$ cat config.mk
export PLATFORM = sky130hd
export DESIGN_NAME = sync_fifo_reader_flat
export DESIGN_NICKNAME = d
export VERILOG_FILES = /design/src/rtl/fifo_pkg.sv /design/src/rtl/sync_fifo_reader_if.sv /design/src/rtl/fifo_skid_buf2.sv /design/src/rtl/sync_fifo_reader.sv /design/src/flat_wrapper.sv
export SDC_FILE = /design/constraint.sdc
export NUM_CORES = 1
export LEC_CHECK = 0
export CORE_UTILIZATION = 43
export DETAILED_ROUTE_END_ITERATION = 8
export MAX_ROUTING_LAYER = met4
export PLACE_DENSITY = 0.71
export SETUP_SLACK_MARGIN = 0.3
export SYNTH_ARGS = -nofsm -noshare
export SYNTH_HDL_FRONTEND = slang
export SYNTH_SLANG_ARGS = --single-unit
export TNS_END_PERCENT = 30
$ cat constraint.sdc
create_clock -name clk -period 1.3 [get_ports clk]
set_input_delay 0.13 -clock clk [delete_from_list [all_inputs] [get_ports clk]]
set_output_delay 0.13 -clock clk [all_outputs]
set_load 0.05 [all_outputs]
$ cat src/rtl/fifo_pkg.sv
// Shared definitions for the sync_fifo reader slice: buffer occupancy encoding,
// default word width and the read-issue room test.
package fifo_pkg;

    localparam int DEFAULT_DATA_WIDTH = 8;

    typedef logic [1:0] occ_t;

    localparam occ_t OCC_EMPTY = 2'd0;
    localparam occ_t OCC_ONE   = 2'd1;
    localparam occ_t OCC_TWO   = 2'd2;

    // True when buffered plus returning words, less the one leaving, stay below two.
    function automatic logic can_issue(input occ_t occ, input logic inflight, input logic pop);
        return ({1'b0, occ} + {2'b00, inflight}) < ({1'b0, OCC_TWO} + {2'b00, pop});
    endfunction

endpackage

$ cat src/rtl/sync_fifo_reader_if.sv
// FIFO read-side and output stream signals of the sync_fifo reader.
// master is the reader's view, slave is the FIFO/consumer side.
interface sync_fifo_reader_if #(parameter int DATA_WIDTH = fifo_pkg::DEFAULT_DATA_WIDTH);

    logic                  fifo_empty;
    logic                  fifo_read_en;
    logic [DATA_WIDTH-1:0] fifo_data_out;
    logic                  m_valid;
    logic                  m_ready;
    logic [DATA_WIDTH-1:0] m_data;

    modport master (
        input  fifo_empty,
        input  fifo_data_out,
        input  m_ready,
        output fifo_read_en,
        output m_valid,
        output m_data
    );

    modport slave (
        output fifo_empty,
        output fifo_data_out,
        output m_ready,
        input  fifo_read_en,
        input  m_valid,
        input  m_data
    );

endinterface

$ cat src/rtl/fifo_skid_buf2.sv
// Two-entry output buffer: storage, head/tail pointers and occupancy count.
// clear empties the buffer synchronously; storage is zeroed only by reset.
module fifo_skid_buf2 import fifo_pkg::*; #(
    parameter int DATA_WIDTH = DEFAULT_DATA_WIDTH
) (
    input  logic                  clk,
    input  logic                  reset,
    input  logic                  clear,
    input  logic                  push,
    input  logic [DATA_WIDTH-1:0] push_data,
    input  logic                  pop,
    output logic [DATA_WIDTH-1:0] head_data,
    output occ_t                  occ
);

    logic [DATA_WIDTH-1:0] mem [2];
    logic                  wr_ptr;
    logic                  rd_ptr;

    always_ff @(posedge clk or negedge reset) begin
        if (!reset) begin
            mem[0] <= '0;
            mem[1] <= '0;
            wr_ptr <= 1'b0;
            rd_ptr <= 1'b0;
            occ    <= OCC_EMPTY;
        end else if (clear) begin
            wr_ptr <= 1'b0;
            rd_ptr <= 1'b0;
            occ    <= OCC_EMPTY;
        end else begin
            if (push) begin
                mem[wr_ptr] <= push_data;
                wr_ptr      <= ~wr_ptr;
            end
            if (pop) begin
                rd_ptr <= ~rd_ptr;
            end
            // Simultaneous push and pop leaves the count unchanged.
            if (push && !pop) begin
                occ <= occ + 2'd1;
            end else if (pop && !push) begin
                occ <= occ - 2'd1;
            end
        end
    end

    assign head_data = mem[rd_ptr];

endmodule

$ cat src/rtl/sync_fifo_reader.sv
// Turns the sync_fifo read port (one-cycle read latency) into a valid/ready stream.
// Define SYNC_FIFO_READER_CNT_EN to add the 16-bit word_count output.
module sync_fifo_reader import fifo_pkg::*; #(
    parameter int DATA_WIDTH = DEFAULT_DATA_WIDTH
) (
    input  logic               clk,
    input  logic               reset,
    input  logic               flush,
    sync_fifo_reader_if.master bus
`ifdef SYNC_FIFO_READER_CNT_EN
    ,
    output logic [15:0]        word_count
`endif
);

    logic inflight;
    logic drop;
    logic pop;
    logic capture;
    logic read_en;
    occ_t occ;

    assign pop     = bus.m_valid & bus.m_ready;
    assign drop    = inflight & flush;
    assign capture = inflight & ~drop;

    // Gated by reset so the strobe drops the instant reset asserts, not at the next edge.
    assign read_en          = reset & ~bus.fifo_empty & ~flush & can_issue(occ, inflight, pop);
    assign bus.fifo_read_en = read_en;

    always_ff @(posedge clk or negedge reset) begin
        if (!reset) begin
            inflight <= 1'b0;
        end else begin
            inflight <= read_en;
        end
    end

    fifo_skid_buf2 #(.DATA_WIDTH(DATA_WIDTH)) u_buf (
        .clk       (clk),
        .reset     (reset),
        .clear     (flush),
        .push      (capture),
        .push_data (bus.fifo_data_out),
        .pop       (pop),
        .head_data (bus.m_data),
        .occ       (occ)
    );

    assign bus.m_valid = (occ != OCC_EMPTY);

`ifdef SYNC_FIFO_READER_CNT_EN
    always_ff @(posedge clk or negedge reset) begin
        if (!reset) begin
            word_count <= 16'd0;
        end else if (flush) begin
            word_count <= 16'd0;
        end else if (pop) begin
            word_count <= word_count + 16'd1;
        end
    end
`endif

endmodule

$ cat src/flat_wrapper.sv
// flat-port wrapper written by rule: the top's interface ports become plain ports
module sync_fifo_reader_flat import fifo_pkg::*;
#(
    parameter int DATA_WIDTH = DEFAULT_DATA_WIDTH
)
  (clk, reset, flush, bus_fifo_empty, bus_fifo_data_out, bus_m_ready, bus_fifo_read_en, bus_m_valid, bus_m_data);
  sync_fifo_reader_if #(.DATA_WIDTH(DATA_WIDTH)) bus_i ();
  input  logic clk;
  input  logic reset;
  input  logic flush;
  input wire logic [$bits(bus_i.fifo_empty)-1:0] bus_fifo_empty;
  input wire logic [$bits(bus_i.fifo_data_out)-1:0] bus_fifo_data_out;
  input wire logic [$bits(bus_i.m_ready)-1:0] bus_m_ready;
  output wire logic [$bits(bus_i.fifo_read_en)-1:0] bus_fifo_read_en;
  output wire logic [$bits(bus_i.m_valid)-1:0] bus_m_valid;
  output wire logic [$bits(bus_i.m_data)-1:0] bus_m_data;
  assign bus_i.fifo_empty = bus_fifo_empty;
  assign bus_i.fifo_data_out = bus_fifo_data_out;
  assign bus_i.m_ready = bus_m_ready;
  assign bus_fifo_read_en = bus_i.fifo_read_en;
  assign bus_m_valid = bus_i.m_valid;
  assign bus_m_data = bus_i.m_data;
  sync_fifo_reader #(.DATA_WIDTH(DATA_WIDTH)) u_core (.clk(clk), .reset(reset), .flush(flush), .bus(bus_i));
endmodule
Word-level counts from Yosys, hierarchy flattened
Cells that the tools add are included.
Operators by class
  order comparisons: 4
  reduce and logical (&&, ||, !) cells: 10
  multiplexer cells: 13
  add/subtract/negate cells: 4
  bitwise gates (word level): 13
Operators with widths (number)
  8-bit 2-to-1 mux: 4
  16-bit bitwise mux: 1
  8-bit demux with 1-bit select: 1
  1-bit bitwise AND: 6
  2-bit 2-to-1 mux: 3
  2-bit nonzero test: 3
  1-bit NOT: 5
  2-bit >= comparator (second input constant): 2
  1-bit 2-to-1 mux: 4
  1-bit NOT with 2-bit output: 2
  2-bit by 1-bit adder with 3-bit output: 1
  2-bit by 1-bit adder with 3-bit output (first input constant): 1
  1-bit logical AND: 3
  3-bit less-than comparator: 1
  3-bit nonzero test: 1
  2-bit by 1-bit adder with 2-bit output (second input constant): 1
  1-bit logical NOT: 2
  2-bit by 1-bit less-than comparator with 1-bit output (second input constant): 1
  2-bit AND reduction: 1
  2-bit by 1-bit subtractor with 2-bit output (second input constant): 1
Word-level totals
  logic and storage cells: 50
  output and inout port bits: 10
  bits of input ports: 13
  register bits: 21

Longest topological paths before layout
Gate-level depths: netlist of the first run.
  word-level depth: 8
  depth in mapped cells: 4
  mapped depth without buffers: 4

Hierarchy
A second synthesis of the first run with hierarchy kept.
Unflattened totals
  cell total of the unflattened synthesis: 70
  area total of the unflattened synthesis: 994.7 um2
Modules (own cells, without submodules)
  fifo_skid_buf2: area each 895.9 um2, instances 1, seq. area each 500.5 um2, cells each 61
  sync_fifo_reader: area each 98.8 um2, instances 1, seq. area each 25.0 um2, cells each 9

Worst setup path after synthesis of the first run
Ideal clock, no wire load.
  path kind: register to register
  start point: register u_core.u_buf.occ[0]
  end point: register u_core.inflight
  buffers on the path: 0
  required time: 1.126 ns
  data arrival time: 1.455 ns
  setup time: 0.174 ns
  clock period less this slack: 1.629 ns
  slack: -0.329 ns
  cell stages (with the launch flop): 5
  cells stage by stage: dfrtp_1 > ha_1 > ha_1 > o21ai_0 > and4b_1
Between the ends
  cells in the longest elaborated chain, start to end: 5
  elaborated cells between the ends (all ways): 6
  classes of those cells: 2 x add/sub; 1 x order compare; 2 x bitwise; 1 x reduce/logical
Ends and longest elaborated chain
  start, declared: line fifo_skid_buf2.sv:13  | output occ_t occ
  start signal, assigned: line fifo_skid_buf2.sv:41  | occ <= occ + 2'd1;
  start signal, assigned: line fifo_skid_buf2.sv:43  | occ <= occ - 2'd1;
  2-bit nonzero test: line sync_fifo_reader.sv:50  | assign bus.m_valid = (occ != OCC_EMPTY);
  1-bit bitwise AND: line sync_fifo_reader.sv:23  | assign pop = bus.m_valid & bus.m_ready;
  2-bit by 1-bit adder with 3-bit output: line fifo_pkg.sv:15  | return ({1'b0, occ} + {2'b00, inflight}) < ({1'b0, OCC_TWO} + {2'b00, pop});
  3-bit less-than comparator (*): line fifo_pkg.sv:15
  1-bit bitwise AND (*): line sync_fifo_reader.sv:28  | assign read_en = reset & ~bus.fifo_empty & ~flush & can_issue(occ, inflight, pop);
  via bus_fifo_read_en: line flat_wrapper.sv:14  | output wire logic [$bits(bus_i.fifo_read_en)-1:0] bus_fifo_read_en;
  end signal, assigned: line sync_fifo_reader.sv:35  | inflight <= read_en;
  end, declared: line sync_fifo_reader.sv:16  | logic inflight;
Mark *: on every way through the listed nets, which the timed path passes. The rest lies on a longest branch.
A chain may end at the register's enable or synchronous reset.

Worst setup path after layout of the first run
  start point: register u_core.inflight
  end point: output port bus_fifo_read_en
Between the ends
  cells in the longest elaborated chain, start to end: 3
Ends and longest elaborated chain (line)
  2-bit by 1-bit adder with 3-bit output: fifo_pkg.sv:15
  3-bit less-than comparator: fifo_pkg.sv:15
  1-bit bitwise AND: sync_fifo_reader.sv:28
  end, declared: flat_wrapper.sv:14
Every way passes these cells.

==> results of run 1 <==
timing repair:
action,4_1_cts,5_1_grt
buffers inserted,2,1
pin swaps,2,3
gates resized for setup,32,20
setup endpoints to repair,30,31
per-layer routing:
| layer | wire (µm) | up-vias |
|---|---|---|
| met2 | 993 | 13 |
| met1 | 952 | 350 |
| met3 | 80 | 4 |
| met4 | 17 | 0 |
| met5 | 0 | - |
| li1 | - | 330 |
power by group:
part	leakage, nW	total [mW]	switching, mW	internal, mW
logic	0.469	0.878	0.402	0.476
registers	0.269	0.828	0.0678	0.760
clock network	0.0150	0.304	0.185	0.120
total	0.753	2.01	0.654	1.36
path summary, 6_finish.rpt:
path                                       from                   end
setup / recovery                u_core.inflight      bus_fifo_read_en
hold / removal                            reset   u_core.u_buf.occ[1]
setup reg to reg                u_core.inflight  u_core.u_buf.mem[15]
hold reg to reg            u_core.u_buf.mem[12]  u_core.u_buf.mem[12]
max in group asynchronous                 reset   u_core.u_buf.occ[0]
min in group clk           bus_fifo_data_out[5]  u_core.u_buf.mem[13]
synthesized netlist by cell type:
cell	instances	area [µm²]
or2_2	1	6.26
nand2b_1	1	6.26
and4b_2	1	11.3
a2111oi_0	1	8.76
ha_1	2	25.0
a21oi_1	2	10.0
nor2_1	3	11.3
buf_2	1	5.00
xor2_1	1	8.76
dfrtp_1	21	526
mux2_2	24	270
and4b_1	1	10.0
nand3_1	1	5.00
buf_6	1	11.3
nand3b_1	1	7.51
o21ai_0	3	15.0
nor3b_4	1	18.8
a21o_2	1	8.76
nand3b_2	1	11.3
xnor2_1	1	8.76
logic make-up (layout without fill, tap and decap cells):
logic type,Yosys count,in the layout,synth area share [%]
mux,24,24,27.4
flops,21,21,53.4
simple gates,11,11,8.90
compound gates,7,7,4.32
fa+ha+maj,2,2,2.54
xor+xnor,2,2,1.78
buf+inv,2,39,1.65
area by class of cell:
type,count,share of cell area [%]
clock buffers,4,1.65
multi-input cells,46,37.7
flip-flops and latches,21,33.3
well taps,27,2.13
repair buffers,35,25.2
flip-flops by register name, summed over array words and instances, names as in the netlist:
signal and flops:
u_core.u_buf.wr_ptr 1, u_core.u_buf.rd_ptr 1, u_core.u_buf.occ 2, u_core.inflight 1
u_core.u_buf.mem 16
stage by stage:
stage / cell area [µm²] / std cells / setup WS (ps)
finish: 1590 / 133 / -387
floorplan: 1010 / 69 / -88.6
detailed placement: 1330 / 126 / -208
CTS: 1500 / 132 / -413
global route: 1590 / 133 / -460
global placement: 1330 / 126 / -196
==> impl_metrics.csv, run 1 <==
group,metric,value,unit
floorplanning,coreArea,2060,µm²
synth,yosysSeqAreaShare,53.4,%
global_routing,grt_pass1_wl,3280,µm
cts,numCtsBuffers,3,
synth,postSynthCellCount,69,
sta,fmaxAchievable,593,MHz
worst_setup_path,critPathTopFamily,"flip-flops",
finish,final_common_cell,"mux2_4",
sta,holdWs,243,ps
route,ant_nets,0,
route,drt-initial-drc-count,2,
global_routing,met2_usage,30.9,%
cts,clock_latency,300,ps
finish,drive_gt1_share,60.4,%
sta,drv_slew,0,
power,p_leak,0.753,nW
placed_design,dp_hpwl,1320,µm
finish,nFillCells,128,
route,drt_wl_total,2040,µm
worst_setup_path,r2r.worst_path.cells,4,
sta,setup_viol_count_final,18,
floorplanning,num_rows,16,
cts,path_clk_slew,110,ps
sta,rsz0062_at_grt,"true",
run_status,failed_checks,"negative setup slack",
flow_run,drv_cap,0,
worst_setup_path,worst-setup-path-type,"flip-flop to output pin",
placed_design,gp_congestion,0.761,
cts,postCtsHoldBufs,0,
sta,slew_headroom,77.4,%
finish,area_growth,61.2,%
synth,netlist_area,985,µm²
route,drc,0,
placed_design,io_buffer_count,22,
cts,clk_path_buf_depth,2,
finish,multiInputGateArea,599,µm²
worst_setup_path,rrSetupSlack,-80,ps
global_routing,antenna_found_initial,0,
synth,syn_nets,84,
synth,avgSynthCellArea,14.3,µm²
sta,clock-skew-final,2.97,ps
global_routing,grt_pass1_vias,723,
synth,ys_ff_latch,21,
floorplanning,boundaryPins,23,
global_routing,track_usage,18.9,%
route,avgViaCountPerCell,5.24,
global_routing,use_met1,21.9,%
floorplanning,die_h,49.9,µm
worst_setup_path,worst_path_max_delay_cell,"dfrtp_1",
sta,layout_min_cycle_time,1690,ps
finish,fin_nets,122,
worst_setup_path,cpMostUsedCell,"ha_4",
route,vias,697,
route,wl_per_cell,15.4,µm
sta,hold_violations,0,
worst_setup_path,cp.required,1170,ps
cts,h-tree-depth,1,
finish,layout_common_cells,"mux2_4 (24), dfrtp_1 (19), clkdlybuf4s50_1 (12), buf_8 (9), buf_4 (8)",
synth,ys_types,20,
sta,worstMarginPinSlew,335,ps
sta,fin_tns_setup,-2360,ps
sta,fin_ws,-387,ps
worst_setup_path,slowest_delay,430,ps
sta,fin_crit_sh,130,%
worst_setup_path,cp_max_fo,2,
power,ir_worst_vdd,1.13,mV
finish,seq_area,528,µm²
worst_setup_path,arrival,1560,ps
power,totalPowerFinal,2.01,mW
worst_setup_path,path_cells,"ha_4 -> ha_4 -> o21ai_2 -> and4b_4 -> buf_12",
cts,cts.root.buffer_cell,"clkbuf_4",
global_routing,grt_busiest_layer,"met2",
global_routing,grt_max_degree,22,
min_path,hold_path.class,"input pin to asynchronous set/reset pin",
worst_setup_path,crit_buf_inv,1,
cts,cts_tree,"yes",
power,pwr_density_cell,1270,nW/µm²
finish,antenna_cells,0,
cts,clock_sinks,21,
worst_setup_path,cp-start-kind,"flip-flop",
floorplanning,die_x,49.9,µm
run_status,outcome,"complete, but fails checks",
worst_setup_path,cp-end-kind,"output pin",
worst_setup_path,path_depth,5,
floorplanning,initial_core_util,47.8,%
global_routing,gr-usage-met3,7.10,%
route,drt-pass1-iter-count,2,
finish,post-route-util,77.0,%
global_routing,grt.overflow.total,0,
synth,yosys_warnings,0,
floorplanning,dieArea,2490,µm²
(Power assumes the default switching activity.)
==> run 2, diff against run 1 <==
Settings changed: SKIP_CTS_REPAIR_TIMING set to 1.
==> impl_metrics.csv, run 2 (synthesis results as in run 1) <==
group,metric,value,unit
run_status,outcome,"complete, but fails checks",
run_status,failed_checks,"negative setup slack",
power,totalPowerFinal,1.96,mW
worst_setup_path,reg2reg_from,"u_core.inflight",
flow_run,drv_cap,0,
power,pwr_density_cell,1280,nW/µm²
worst_setup_path,r2r.worst_path.cells,4,
global_routing,antenna_found_initial,0,
power,pwr-share-comb,42.6,%
worst_setup_path,reg2reg_to,"u_core.u_buf.mem[15]",
global_routing,grt_pass1_vias,723,
floorplanning,die_h,49.9,µm
worst_setup_path,arrival,1590,ps
power,p_int,1.32,mW
floorplanning,dieArea,2490,µm²
finish,largest_register_ffs,16,
route,drt_wl_total,1890,µm
finish,area_growth,55.8,%
route,drc,0,
power,p_sw_share,32.7,%
finish,fin_nets,121,
sta,holdWs,235,ps
placed_design,gp_congestion,0.761,
finish,top_regs,"u_core.u_buf.mem: 16 flops, u_core.u_buf.occ: 2 flops",
worst_setup_path,cp-start-kind,"flip-flop",
worst_setup_path,cp-end-kind,"output pin",
global_routing,grt_pass1_wl,3090,µm
sta,fin_crit_sh,132,%
floorplanning,initial_core_util,47.8,%
route,vias,682,
placed_design,io_buffer_count,22,
sta,worstMarginPinSlew,338,ps
finish,finalNonFillerCells,132,
power,p_switching,0.641,mW
min_path,hold_path.class,"input pin to asynchronous set/reset pin",
floorplanning,coreArea,2060,µm²
finish,largest-register,"u_core.u_buf.mem",
worst_setup_path,cp_max_fo,6,
power,ir_worst_vdd,1.18,mV
sta,clock-skew-final,2.98,ps
cts,clock_sinks,21,
finish,final_common_cell,"dfrtp_1",
global_routing,track_usage,17.6,%
worst_setup_path,rrSetupSlack,-50,ps
sta,drv_slew,0,
placed_design,dp.cells,126,
sta,setup_viol_count_final,18,
sta,rsz0062_at_grt,"true",
finish,layout_common_cells,"dfrtp_1 (19), mux2_4 (15), clkdlybuf4s50_1 (12), mux2_2 (9), buf_8 (8)",
cts,cts_tree,"yes",
cts,numCtsBuffers,3,
worst_setup_path,worst-setup-path-type,"flip-flop to output pin",
cts,path_clk_slew,110,ps
floorplanning,num_rows,16,
global_routing,grt.overflow.total,0,
cts,h-tree-depth,1,
cts,cts.root.buffer_cell,"clkbuf_4",
power,p_seq_share,42.1,%
floorplanning,die_x,49.9,µm
cts,clock_latency,300,ps
worst_setup_path,cp.required,1170,ps
route,drt-pass1-iter-count,2,
finish,antenna_cells,0,
floorplanning,boundaryPins,23,
finish,post-route-util,74.4,%
route,ant_nets,0,
placed_design,dp_hpwl,1320,µm
route,drt-initial-drc-count,3,
global_routing,grt_max_degree,22,
finish,drive_gt1_share,60.0,%
cts,clk_path_buf_depth,2,
sta,slew_headroom,77.3,%
sta,fin_ws,-421,ps
route,wl_per_cell,14.3,µm
sta,layout_min_cycle_time,1720,ps
sta,fmaxAchievable,581,MHz
power,p_leak,0.689,nW
sta,hold_violations,0,
route,avgViaCountPerCell,5.17,
power,clkPwrFrac,15.4,%
run 2: layout make-up:
type	count	area [µm²]
well taps	27	33.8
multi-input cells	46	557
flip-flops and latches	21	528
fillers	138	528
repair buffers	34	389
clock buffers	4	26.3
run 2: metrics by stage:
| step | TNS (ps) | area, µm² | worst slack [ps] |
|---|---|---|---|
| floorplan | -563 | 1010 | -88.6 |
| global placement | -2890 | 1330 | -196 |
| detailed placement | -3220 | 1330 | -208 |
| CTS | -2600 | 1350 | -538 |
| global route | -3270 | 1530 | -490 |
| finish | -2220 | 1530 | -421 |
run 2: critical path: stages, from the launching register on:
cell,delay [ps]
dfrtp_2,470
ha_4,180
ha_4,200
o21ai_2,50
and4b_4,260
buf_12,140
run 2: worst max-delay path by stage:
stage / from / endpoint / slack (ps) / cells past startpoint
2_1_floorplan: u_core.u_buf.occ[0] / bus_fifo_read_en / -90 / 4
3_3_place_gp: flush / u_core.u_buf.mem[8] / -200 / 4
3_5_place_dp: flush / u_core.u_buf.mem[8] / -210 / 4
4_1_cts: u_core.u_buf.occ[0] / bus_fifo_read_en / -540 / 5
5_1_grt: u_core.u_buf.occ[0] / bus_fifo_read_en / -490 / 5
6_report: u_core.u_buf.occ[0] / bus_fifo_read_en / -420 / 5
run 2: power by group through the flow:
stage / sequential, mW / combinational (mW) / clock [mW]
after floorplan: 0.810 / 0.472 / 0
after global placement: 0.822 / 0.659 / 0
after global routing: 0.836 / 0.879 / 0.340
after detailed placement: 0.832 / 0.666 / 0
after CTS: 0.819 / 0.669 / 0.316
final: 0.825 / 0.835 / 0.302
run 2: routing by layer:
layer	part of all wire (%)	GRT usage, %	wire length [µm]	up-vias
met5	0	-	0	-
met4	0.90	5.24	17	0
met3	4.9	7.41	93	4
met2	52	29.1	980	13
met1	42	19.3	800	336
li1	-	-	-	329
